`src/rtl/gcd_scheduler.sv`:
```
// GCD request scheduler: queues tagged operand pairs, issues them one at a time
// to an external GCD core and returns each result with the core's cycle count.
module gcd_scheduler #(
  parameter int unsigned DEPTH = 4,
  parameter int unsigned TAG_W = 4
) (
  input  logic                       clk,
  input  logic                       reset,
  input  logic                       in_valid,
  output logic                       in_ready,
  input  logic [31:0]                in_a,
  input  logic [31:0]                in_b,
  input  logic [TAG_W-1:0]           in_tag,
  output logic                       core_start,
  output logic [31:0]                core_a,
  output logic [31:0]                core_b,
  input  logic [31:0]                core_result,
  input  logic                       core_done,
  output logic                       out_valid,
  input  logic                       out_ready,
  output logic [31:0]                out_result,
  output logic [TAG_W-1:0]           out_tag,
  output logic [15:0]                out_cycles,
  output logic                       busy,
  output logic [$clog2(DEPTH+1)-1:0] count
);

  localparam int unsigned PTR_W = $clog2(DEPTH);
  localparam int unsigned CNT_W = $clog2(DEPTH + 1);

  typedef enum logic [1:0] {IDLE, ISSUE, WAIT, HOLD} state_t;

  typedef struct packed {
    logic [31:0]      a;
    logic [31:0]      b;
    logic [TAG_W-1:0] tag;
  } req_t;

  state_t           state_q, state_d;
  req_t             mem [DEPTH];
  req_t             head;
  logic [PTR_W-1:0] wr_ptr, rd_ptr;
  logic [CNT_W-1:0] count_q;
  logic [TAG_W-1:0] tag_q;
  logic [15:0]      cyc_q;
  logic             push, pop;

  // Ready is gated by reset so nothing is accepted while reset is held.
  assign in_ready = reset && (count_q != CNT_W'(DEPTH));
  assign push     = in_valid && in_ready;
  assign pop      = (state_q == ISSUE);
  assign head     = mem[rd_ptr];
  assign count    = count_q;
  assign busy     = (state_q != IDLE) || (count_q != '0);

  always_ff @(posedge clk) begin
    if (push) begin
      mem[wr_ptr] <= '{a: in_a, b: in_b, tag: in_tag};
    end
  end

  // Queue pointers and occupancy; a push and a pop in one cycle cancel out.
  always_ff @(posedge clk or negedge reset) begin
    if (!reset) begin
      wr_ptr  <= '0;
      rd_ptr  <= '0;
      count_q <= '0;
    end else begin
      if (push) begin
        wr_ptr <= wr_ptr + PTR_W'(1);
      end
      if (pop) begin
        rd_ptr <= rd_ptr + PTR_W'(1);
      end
      if (push && !pop) begin
        count_q <= count_q + CNT_W'(1);
      end else if (pop && !push) begin
        count_q <= count_q - CNT_W'(1);
      end
    end
  end

  always_ff @(posedge clk or negedge reset) begin
    if (!reset) begin
      state_q <= IDLE;
    end else begin
      state_q <= state_d;
    end
  end

  always_comb begin
    state_d = state_q;
    case (state_q)
      IDLE:    if (count_q != '0) state_d = ISSUE;
      ISSUE:   state_d = WAIT;
      WAIT:    if (core_done) state_d = HOLD;
      HOLD:    if (out_ready) state_d = IDLE;
      default: state_d = IDLE;
    endcase
  end

  // Core command is loaded on entry to ISSUE so start is high for that cycle only.
  always_ff @(posedge clk or negedge reset) begin
    if (!reset) begin
      core_start <= 1'b0;
      core_a     <= '0;
      core_b     <= '0;
      tag_q      <= '0;
    end else begin
      core_start <= (state_d == ISSUE);
      if (state_d == ISSUE) begin
        core_a <= head.a;
        core_b <= head.b;
        tag_q  <= head.tag;
      end
    end
  end

  // Cycle counter and response capture; core_done is only honoured in WAIT.
  always_ff @(posedge clk or negedge reset) begin
    if (!reset) begin
      cyc_q      <= '0;
      out_valid  <= 1'b0;
      out_result <= '0;
      out_tag    <= '0;
      out_cycles <= '0;
    end else begin
      if (state_q == ISSUE) begin
        cyc_q <= '0;
      end else if ((state_q == WAIT) && !core_done && (cyc_q != 16'hFFFF)) begin
        cyc_q <= cyc_q + 16'd1;
      end
      if ((state_q == WAIT) && core_done) begin
        out_result <= core_result;
        out_tag    <= tag_q;
        out_cycles <= cyc_q;
      end
      out_valid <= (state_d == HOLD);
    end
  end

endmodule
```
`config.mk`:
```
export PLATFORM = sky130hd
export DESIGN_NAME = gcd_scheduler
export DESIGN_NICKNAME = d
export VERILOG_FILES = /design/src/rtl/gcd_scheduler.sv
export SDC_FILE = /design/constraint.sdc
export NUM_CORES = 1
export LEC_CHECK = 0
export BUFFER_PORTS_ARGS = -buffer_cell sky130_fd_sc_hd__buf_4
export CAP_MARGIN = 20
export CORE_AREA = 10 10 210 212
export DETAILED_ROUTE_END_ITERATION = 7
export DIE_AREA = 0 0 220 222
export PLACE_DENSITY = 0.56
export SYNTH_ARGS = -nofsm -noshare
export SYNTH_HDL_FRONTEND = slang
export SYNTH_SLANG_ARGS = --single-unit
export TNS_END_PERCENT = 1
```
`constraint.sdc`:
```
create_clock -name clk -period 4.12 [get_ports clk]
set_clock_uncertainty 0.1 [all_clocks]
set_input_delay 0.618 -clock clk [delete_from_list [all_inputs] [get_ports clk]]
set_output_delay 0.618 -clock clk [all_outputs]
set_load 0.02 [all_outputs]
```
* After elaboration in Yosys (flattened, before gate mapping)
Memory sizes are Yosys's and may differ from the RTL's. A register that Yosys moved wholly into a read port is not among the register bits. Index checks and enable logic that the tools add are counted.
Operators by class: equality and inequality tests 7, shift operators 0, magnitude comparators 0, reductions and logical operators 17, mux-type cells 10, multiply operators 0, bitwise operators 0, div/mod/pow operators 0, $add $sub $neg 5
Operators by type and width (number):
- two-way mux 16 bit | 2
- adder 16 x 1 -> 16 bit (second input constant) | 1
- != test 16 bit (second input constant) | 1
- one-hot mux 2 bit (4 select lines) | 1
- logical AND 1 bit | 7
- equality test 2 bit (second input constant) | 3
- two-way mux 2 bit | 3
- two-way mux 3 bit | 2
- nonzero test 2 bit | 3
- adder 2 x 1 -> 2 bit (second input constant) | 2
- equality test 2 x 1 -> 1 bit (second input constant) | 2
- zero test 1 bit | 4
- adder 3 x 1 -> 3 bit (second input constant) | 1
- != test 3 bit (second input constant) | 1
- nonzero test 3 bit | 1
- subtractor 3 x 1 -> 3 bit (second input constant) | 1
- zero test 2 bit | 1
- two-way mux 1 bit | 2
- logical OR 1 bit | 1
Word-level totals: bits of input ports 105, ROM bits 0, bits in writable memories 272, memories 1, bits in latches 0, output and inout bits 123, register bits after elaboration 79
Memory list:
- mem | depth 4, width 68, read ports 1, clocked after Yosys merged registers in 1, write ports 1, RTL line 40 | req_t mem [DEPTH];

* Longest topological paths before layout
word-level depth 7, mapped depth 9, mapped depth without buffers 9

* Least setup slack after synthesis
No wires, ideal clock.
path kind input port to flip-flop, start input port reset, end memory mem[0][0] in the netlist's numbering, enable pin, setup slack 0.502 ns, arrival 3.084 ns, stages 2, cell sequence a21boi_0 and3_1
On the way: longest elaborated chain between the ends 4
Ends and longest elaborated chain:
- from (decl) | RTL line 8 | input logic reset,
- logical AND 1 bit | RTL line 49 | assign in_ready = reset && (count_q != CNT_W'(DEPTH));
- logical AND 1 bit | RTL line 50 | assign push = in_valid && in_ready;
- two-way mux 1 bit | RTL line 57 | if (push) begin
- two-way mux 1 bit (implied by the code) | RTL line 58 | mem[wr_ptr] <= '{a: in_a, b: in_b, tag: in_tag};
- to (decl) | RTL line 40
No other way between the ends.

* Final worst setup path
start input port reset, end register count_q[2], in the netlist count[2]
On the way: longest elaborated chain between the ends 5, elaborated cells on any way between the ends 7
Ends and longest elaborated chain:
- logical AND 1 bit (*) | RTL line 49
- logical AND 1 bit (*) | RTL line 50
- via push | RTL line 46 | logic push, pop;
- zero test 1 bit | RTL line 77 | end else if (pop && !push) begin
- logical AND 1 bit | RTL line 77
- nonzero test 2 bit (no source line)
- to (signal assigned) | RTL line 76 | count_q <= count_q + CNT_W'(1);
- to (signal assigned) | RTL line 78 | count_q <= count_q - CNT_W'(1);
- to (decl) | RTL line 43 | logic [CNT_W-1:0] count_q;
Mark *: on every way through the listed nets, which the timed path passes. The rest lies on a longest branch. A chain may end at the register's enable or synchronous reset.

==> out/metrics.yaml <==
clock_network:
  cts-root-buf: "clkbuf_16"
  cts.path.max_buffers: 3
  clock_latency_ps: 550
  cts_tree: "built"
  h-tree-depth: 2
  post_cts_buffers: 0
  clock-sinks: 419
  numCtsBuffers: 44
  clk_pin_slew_worst_paths_ps: 60
  cts-resized-gates: 0
drt:
  avgRoutedWirePerCell_um: 21.8
  drt_iter0_drc: 432
  route.detailed.drc: 0
  vias: 7916
  dr.pass1.iters: 4
  detail-route-antenna-nets: 0
  routed_wl_mm: 34.4
  viasPerCell: 5.01
die:
  coreArea_sq_um: 39600
  placement_rows: 73
  die_area_sq_um: 48800
  die_h_um: 222
  ioPinCount: 228
  initial_core_util_pct: 39.7
  die_width_um: 220
worst_setup_path:
  critPathMaxFanout: 37
  crit_arrival_ps: 3410
  path_class: "input pin to register"
  cp-start-kind: "input pin"
  required_ps: 4490
  end_kind: "register"
  r2r_cells: 9
logic_synthesis:
  syn_area_sq_um: 15700
  synth-main-ff-cell: "edfxtp_1"
  yosysMostFrequentCell: "edfxtp_1"
  synthArstFlopShare_pct: 35.1
  yosys-top-cells-area: "edfxtp_1, dfrtp_1, mux4_2"
  synth-edff-count: 272
  synth_common_cells: "edfxtp_1, dfrtp_1, mux2_2"
  synth_seq_area_share_pct: 75.3
  synthCells: 762
  ys_ff_latch: 419
  yosysTopAreaCell: "edfxtp_1"
  synth.distinct_cells: 47
  postSynthAreaPerCell_sq_um: 20.7
  synth_top_area_share_pct: 51.9
  synth_warnings: 0
  syn_nets: 874
timing:
  setup_viol: 0
  period_needed_ps: 3040
  slew_headroom_pct: 41.1
  rsz0062_at_grt: "no"
  finalHoldViolCount: 0
  worst-slew-pin-transition_ps: 884
  slew_violations: 0
  period_share_pct: 73.8
  fin_tns_setup_ps: 0
  fmax_mhz: 329
  setup_ws_ps: 1080
power_and_ir_drop:
  power_leakage_nw: 7.41
  power.density_nw_per_um2: 715
  ir_drop_uv: 381
final_layout:
  multi_input_area_sq_um: 3700
  seqCellArea_sq_um: 11900
  nets: 1134
  final_layout_size_suffix_gt1_share_pct: 48.0
  area_growth_pct: 23.8
  nFillCells: 3325
flow_run:
  drv_cap: 0
worst_hold_path:
  holdPathStages: 1
  min_path_type: "input pin to register"
placement:
  dp_hpwl_mm: 22.2
  place_congestion: 0.746
  portBuffers: 227
  dp_slack_ps: 1020
global_route:
  grt_max_degree: 67
  antenna_found_initial: 3
  grt_pass1_vias: 8653
  grt_util_all_layers_pct: 14.1
  grt_pass1_wl_mm: 52.9
  grt_overflow_total: 0
outcome:
  status: "completed"
-- report_power, final --
group	switching [mW]	internal, mW	leakage (nW)	total, mW
combinational	2.09	2.18	2.50	4.27
sequential	0.595	5.42	4.26	6.01
clock	1.55	2.11	0.642	3.66
-- cell type report --
type / count / area share (%)
diodes: 1 / 0.0128
well taps: 525 / 3.37
flip-flops and latches: 419 / 60.9
inverters: 8 / 0.154
clock inverters: 15 / 0.514
multi-input cells: 302 / 19.0
clock buffers: 63 / 6.23
repair buffers: 247 / 9.87
-- per-layer routing --
layer | part of all wire, % | vias to the layer above | GRT usage [%]
met5 | 0.078 | - | 0
met4 | 2.1 | 4 | 4.38
met2 | 48 | 220 | 22.8
li1 | - | 3541 | -
met1 | 43 | 4097 | 18.2
met3 | 6.7 | 54 | 3.74
-- final timing paths --
kind                                        start                          to  slack (ps)
min                                       in_b[6]        mem[1][10]$_DFFE_PP_         160
max                                         reset        count[2]$_DFFE_PN0P_        1080
min in group asynchronous                   reset   out_cycles[0]$_DFFE_PN0P_         440
max reg2reg                  count[0]$_DFFE_PN0P_        count[2]$_DFFE_PN0P_        1600
max in group asynchronous                   reset  out_result[24]$_DFFE_PN0P_        1540
min reg2reg                core_a[24]$_DFFE_PN0P_      core_a[24]$_DFFE_PN0P_         400
-- logic make-up (layout without fill, tap and decap cells) --
family | Yosys count | after routing | share of synthesized area, %
compound gates | 27 | 27 | 1.15
xor+xnor | 11 | 11 | 0.612
fa+ha+maj | 7 | 7 | 0.604
buf+inv | 41 | 333 | 1.38
flops | 419 | 419 | 75.3
mux | 191 | 191 | 18.5
other cells | 0 | 1 | 0
simple gates | 66 | 66 | 2.45
-- state kept, by name (all words and copies together) (netlist names), 4 cells and up --
| name | flops |
|---|---|
| out_tag | 4 |
| cyc_q | 16 |
| core_a | 32 |
| mem | 272 |
| out_cycles | 16 |
| core_b | 32 |
| tag_q | 4 |
| out_result | 32 |
-- cell usage in the layout, fill, tap and decap left out, types with 2 or more instances in the layout --
cell type	synthesis	routed
mux2i_1	2	2
o31ai_1	2	2
mux2_2	121	121
ha_1	6	6
a211oi_1	2	2
clkinv_1	0	5
nand2b_1	2	2
xnor2_1	7	7
clkbuf_8	0	2
clkbuf_1	8	16
buf_12	0	5
nand2_1	8	7
a21oi_1	3	3
buf_4	3	240
clkbuf_16	0	45
mux4_2	68	68
xor2_1	4	4
clkinv_2	0	7
nand3_1	17	17
dfrtp_4	0	2
nand4_1	4	4
o21ai_0	9	9
dfrtp_1	147	145
and3_4	0	4
o211ai_1	4	4
nor2_1	11	11
inv_1	7	7
edfxtp_1	272	272
nand3b_1	2	2
and2_1	2	2
or3_1	4	4
-- worst max-delay path, stage by stage --
cell	delay [ps]
dlygate4sd3_1	550
buf_6	330
a21boi_0	530
and2_0	320
ha_1	210
inv_1	60
fa_1	370
xor2_1	170
nor2_1	110
xor2_1	140
-- stage by stage --
stage / util (%) / cells / hold WS [ps] / cell area (sq um) / power, mW
final: 49.1 / 1580 / 163 / 19500 / 13.9
after global routing: 49.1 / 1579 / 136 / 19500 / 14.7
after CTS: 49.1 / 1579 / 126 / 19500 / 14.2
after detailed placement: 45.8 / 1500 / 395 / 18200 / 10.5
after global placement: 45.8 / 1500 / 382 / 18200 / 10.5
after floorplan: - / 762 / 222 / 15700 / 8.70
-- timing repair --
action | in CTS | in global routing
endpoints found under the setup margin | 0 | 0
hold buffers | 1 | 0
hold endpoints to repair | 35 | 0
Power figures use the tool's default switching activity.
